### config.mk
export PLATFORM = sky130hd
export DESIGN_NAME = lit_cell
export DESIGN_NICKNAME = d
export VERILOG_FILES = /design/src/rtl/lit_cell_pkg.sv /design/src/rtl/lit_cell.sv
export SDC_FILE = /design/constraint.sdc
export NUM_CORES = 1
export LEC_CHECK = 0
export ABC_CLOCK_PERIOD_IN_PS = 2000
export CAP_MARGIN = 10
export CORE_AREA = 2 2 39 41
export DETAILED_ROUTE_END_ITERATION = 10
export DIE_AREA = 0 0 41 43
export SETUP_SLACK_MARGIN = 0.2
export SYNTH_ARGS = -nofsm -noshare
export SYNTH_HDL_FRONTEND = slang
export SYNTH_SLANG_ARGS = --single-unit
### constraint.sdc
create_clock -name clk -period 2 [get_ports clk]
set_input_delay 0.4 -clock clk [delete_from_list [all_inputs] [get_ports clk]]
set_output_delay 0.4 -clock clk [all_outputs]
set_load 0.02 [all_outputs]
### src/rtl/lit_cell_pkg.sv
// lit_cell_pkg
// Shared encodings for the SAT clause-bin literal cells.
//   - Variable/literal value encoding (2 bits): free, false, true, conflict.
//   - Saturating free-literal count encoding (2 bits): zero, one, many.
//   - cntInc: bumps a free-literal count by one, saturating at "many".
package lit_cell_pkg;

  localparam logic [1:0] VAL_FREE     = 2'b00;
  localparam logic [1:0] VAL_FALSE    = 2'b01;
  localparam logic [1:0] VAL_TRUE     = 2'b10;
  localparam logic [1:0] VAL_CONFLICT = 2'b11;

  localparam logic [1:0] CNT_ZERO = 2'b00;
  localparam logic [1:0] CNT_ONE  = 2'b01;
  localparam logic [1:0] CNT_MANY = 2'b11;

  // Any nonzero count (including the unused 10 code) becomes "many".
  // A zero count becomes "one".
  function automatic logic [1:0] cntInc(input logic [1:0] cnt);
    return {cnt[1] | cnt[0], 1'b1};
  endfunction

endpackage

### src/rtl/lit_cell.sv
// lit_cell
// One literal cell of a clause row. It holds the literal polarity and
// evaluates it against the current variable value. The cells of a row
// are chained together, and each cell adds to the row's free-literal
// count and to its satisfied, implication and conflict results.
// Ports:
//   clk              in   clock, rising edge
//   rst              in   synchronous active-low reset
//   wr_i             in   load polarity from var_value_i[2:1]
//   var_value_i      in   [2:1] variable value, [0] implied flag (unused here)
//   var_value_o      out  implication drive {value, implied}, zero when idle
//   freelitcnt_pre   in   free-literal count from previous cell
//   freelitcnt_next  out  free-literal count to next cell
//   imp_drv_i        in   clause is unit, free literal drives implication
//   conflict_c_o     out  literal sees a conflicting variable
//   conflict_c_drv_i in   enables conflict reporting
//   clausesat_o      out  literal is currently true
module lit_cell
  import lit_cell_pkg::*;
(
  input  logic       clk,
  input  logic       rst,
  input  logic       wr_i,
  input  logic [2:0] var_value_i,
  output logic [2:0] var_value_o,
  input  logic [1:0] freelitcnt_pre,
  output logic [1:0] freelitcnt_next,
  input  logic       imp_drv_i,
  output logic       conflict_c_o,
  input  logic       conflict_c_drv_i,
  output logic       clausesat_o
);

  // The polarity is stored as the variable value that makes the literal
  // true. Code 00 means there is no literal, and code 11 is reserved.
  logic [1:0] r_lit;

  logic [1:0] w_varVal;
  logic       w_unusedImplied;
  logic       w_litValid;
  logic       w_litFree;
  logic       w_litTrue;

  assign w_varVal        = var_value_i[2:1];
  assign w_unusedImplied = var_value_i[0];

  // Polarity register. Reset takes priority over a write.
  always_ff @(posedge clk) begin
    if (!rst) begin
      r_lit <= VAL_FREE;
    end else if (wr_i) begin
      r_lit <= w_varVal;
    end
  end

  // The reserved code 11 is treated the same as "no literal".
  assign w_litValid = (r_lit == VAL_FALSE) || (r_lit == VAL_TRUE);
  assign w_litFree  = w_litValid && (w_varVal == VAL_FREE);
  assign w_litTrue  = w_litValid && (w_varVal == r_lit);

  // The daisy-chained count passes straight through unless this literal
  // is free.
  always_comb begin
    freelitcnt_next = freelitcnt_pre;
    if (w_litFree) begin
      freelitcnt_next = cntInc(freelitcnt_pre);
    end
  end

  // The implication drive stays all zeros when idle, so that several cells
  // can be ORed onto one variable bus.
  always_comb begin
    var_value_o = 3'b000;
    if (imp_drv_i && w_litFree) begin
      var_value_o = {r_lit, 1'b1};
    end
  end

  assign clausesat_o  = w_litTrue;
  assign conflict_c_o = conflict_c_drv_i && w_litValid && (w_varVal == VAL_CONFLICT);

endmodule

# After elaboration in Yosys (flattened, before gate mapping)
# Cells that the tools add are included.
[word_totals]
wordCells = 15
ff_bits = 2
out_inout_bits = 7
[op_classes]
n_mux = 2
reduce_logical = 7
bitwise = 1
n_eq_ne = 4
[op_table]
columns = ["cell", "n"]
rows = [
  ["logical AND 1 bit", 5],
  ["equality test 2 bit (second input constant)", 2],
  ["2-to-1 mux 3 bit", 1],
  ["equality test 2 x 1 -> 1 bit (second input constant)", 1],
  ["equality test 2 bit", 1],
  ["logical NOT 2 bit", 1],
  ["2-to-1 mux 2 bit", 1],
  ["logical OR 1 bit", 1],
  ["OR 1 bit", 1],
]

# Logic depth before layout (Yosys ltp)
[logic_depth]
word_depth = 5
depth_mapped = 2

# Worst setup path before layout
# No wires, ideal clock.
[synth_timing]
kind = "input to output"
start = "in var_value_i[2]"
end = "out freelitcnt_next[1]"
path_stages = 1
t_arrival_ns = 1.228
required_ns = 1.600
path_slack_ns = 0.372
path_cell_list = "o41ai_1"
[synth_between]
elab_chain_cells = 3
[synth_lines]
columns = ["item", "line", "text"]
rows = [
  ["from (decl)", "lit_cell.sv:24", "input logic [2:0] var_value_i,"],
  ["logical NOT 2 bit", "lit_cell.sv:58", "assign w_litFree = w_litValid && (w_varVal == VAL_FREE);"],
  ["logical AND 1 bit", "lit_cell.sv:58", ""],
  ["2-to-1 mux 2 bit", "lit_cell.sv:65", "if (w_litFree) begin"],
  ["to (decl)", "lit_cell.sv:27", "output logic [1:0] freelitcnt_next,"],
]
# No other way between the ends.

# Worst setup path after layout
[layout_timing]
start = "in conflict_c_drv_i"
end = "out conflict_c_o"
[layout_between]
elab_chain_cells = 2
[layout_lines]
columns = ["item", "line", "text"]
rows = [
  ["from (decl)", "lit_cell.sv:30", "input logic conflict_c_drv_i,"],
  ["logical AND 1 bit (2 in series)", "lit_cell.sv:80", "assign conflict_c_o = conflict_c_drv_i && w_litValid && (w_varVal == VAL_CONFLICT);"],
  ["to (decl)", "lit_cell.sv:29", "output logic conflict_c_o,"],
]
# No other way between the ends.

==> run metrics <==
num ports 17; clk root buf clkbuf_4; Worst Reg-to-Reg Cells 2; CP Data Required Time 1.60 ns; number of vias per cell 3.84; clock latency on the worst-skew pair ~0.22 ns; R2R Path End r_lit[1]; fmax 574 MHz; drt wl/cell 9.16 um; vias ~220; P_sw 0.0511 mW; Pwr Density approximately 500 nW/um^2; Worst Skew 0 ns; nets@finish 54; overall routing resource usage 0.0832; Hold Crit Start r_lit[0]; CP cell instances clkdlybuf4s50_1 > nand3_1 > nor2_1 > dlygate4sd2_1; grt ovf 0; Reg with most FFs r_lit; maximum root-to-sink buffer count 2; num rows 14; post-synth cell types 13; Seq/Total Area, Yosys 0.229; filler cell count roughly 170; Comb pwr share 0.289; #FFs+latches synth 2; Post-Synthesis Cells 20; Die X between 40 and 50 um; minimum clock period 1.74 ns; element type at the critical path end output port; Worst path max stage delay around 0.45 ns; Die Ht 43 um; Synth area leaders dfxtp_1, and4b_2, or4bb_1; CP Launch Point conflict_c_drv_i; H-tree Lvls 1; Slew Limit Headroom 0.840; area of the multi-input gates 145 sq um; Antenna Nets Post-Route 0; Final HPWL DP 411 um; slowest CP cell clkdlybuf4s50_1; Reg2Reg Launch Point r_lit[1]; Clock Sink Count 2; Clk pwr share 0.467; Post-Syn Nets 30; CTS tree yes; die area 1760 sq um; hold buffer count at cts 0; fin crit share 0.871; Seq. cell area around 43 sq um; Final WS setup around 0.26 ns; n_diodes 0; # setup viols final 0; Net Sw Frac 0.264; Hold Path Stages 2; Initial Util 0.127; clock transition at the registers of the reported paths 0.03 ns; Post-CTS Setup Repair Bufs 0; Finished Core Util 0.281; core area 1380 sq um; Hold Crit Class reg2reg; Area after DPL approximately 380 sq um; worst-path fanout max 1; Max Cap Violations 0; Hold EP r_lit[0]; Num CTS Buffers 3; synth warn 0; biggest area consumer among synthesized cells dfxtp_1; RD Place Congestion 0.593; Fin. Hold Viols 0; Leak 0.193 nW; DRC violation count after routing 0; Mapped Area 175 sq um; Top Registers r_lit (2); Internal 0.142 mW; synthesized area per cell 8.76 sq um; measured slew at the worst slew-check pin 0.239 ns; Slew Viols, Final 0; Setup CP Type in2out; largest net degree at the start of global routing 7; Synth top area share 0.229; RSZ-0062 raised after global routing false; Worst Path Arrival about 1.3 ns; Flop pwr share 0.244; CP startpoint kind input pin; peak supply drop 0.000129 V; IO buf count 15; Largest register FFs 2; final wirelength about 530 um; DR pass1 iterations 2; status finished, final reports clean; Iteration-0 DRC Markers 1; Post-Place Setup Slack -0.435 ns; P&R area growth vs syn 122%; Finished Cell Area 389 sq um; global-route wire length before repair 972 um; R2R Setup Slk 1.35 ns; vias in the first global route roughly 270; initial antenna violation count 0; layout cells sized above 1 0.476
-- through the flow --
stage	TNS [ns]	hold slack, ns	total power [mW]	cells
finish	0	0.579	0.193	58
global route	0	0.661	0.206	58
CTS	0	0.601	0.195	58
detailed placement	-2.49	0.597	0.104	55
global placement	-2.41	0.587	0.104	55
floorplan	0	0.528	0.0667	20
-- layer usage --
layer | up-vias | global-route usage | part of all wire
li1 | 120 | - | -
met1 | 96 | 0.0863 | 0.39
met2 | 7 | 0.128 | 0.53
met3 | 0 | 0.0157 | 0.085
met4 | 0 | 0.0800 | 0
met5 | - | 0 | 0
-- kinds of logic (layout without fill, tap and decap cells) --
family	count (synthesis)	count (layout)	share of synthesized area
buf+inv	2	24	0.0429
flops	2	2	0.229
mux	2	2	0.114
simple gates	11	11	0.471
xor+xnor	1	1	0.0500
compound gates	2	2	0.0929
-- placed cells by master (no fill, tap or decap), drive strengths merged --
cell	count
inv	2
clkdlybuf4s15	2
mux2i	2
dlygate4sd2	1
nor2b	2
o41ai	1
dfxtp	2
o31ai	1
xnor2	1
nand2	1
nand3	1
clkdlybuf4s50	6
nor2	2
or4bb	2
and4b	2
buf	9
clkbuf	4
and3b	1
-- power by group through the flow --
stage               logic [mW]  clock network, mW  registers (mW)
floorplan               0.0212                  0          0.0455
detailed placement      0.0579                  0          0.0464
CTS                     0.0543             0.0953          0.0459
global route            0.0615             0.0971          0.0479
finish                  0.0558             0.0902          0.0471
global placement        0.0577                  0          0.0464
-- cell type report --
| type | instances | area share |
|---|---|---|
| Multi-Input combinational cell | 16 | 0.373 |
| Inverter | 2 | 0.0193 |
| Clock buffer | 3 | 0.0579 |
| Sequential cell | 2 | 0.109 |
| Tap cell | 16 | 0.0514 |
| Timing Repair Buffer | 19 | 0.389 |
-- how the worst max path moves through the flow --
stage	to	slack, ns	depth (start not counted)
4_1_cts	var_value_o[0]	0.19	5
5_1_grt	conflict_c_o	0.20	4
3_5_place_dp	clausesat_o	-0.43	4
2_1_floorplan	freelitcnt_next[1]	0.37	1
6_report	conflict_c_o	0.26	4
3_3_place_gp	clausesat_o	-0.43	4
-- synthesized netlist by cell type --
master and n:
and3b_1 1, and4b_2 2, dfxtp_1 2, inv_1 2
mux2i_1 2, nand2_1 1, nand3_1 1, nor2_1 2
nor2b_1 2, o31ai_1 1, o41ai_1 1, or4bb_1 2
xnor2_1 1
-- what timing repair did --
item                                    CTS  global route
endpoints found under the setup margin    7             7
gates cloned                              0             0
endpoints found under the hold margin     0             0
pin swaps                                 0             1
gates resized for setup                  26            10
-- worst max-delay path, delay by kind of cell --
family	cells	cell delay [ns]
buffers and inverters	2	0.79
AND/OR/NAND/NOR	2	0.15
No activity file was read; power rests on OpenSTA's default activity.
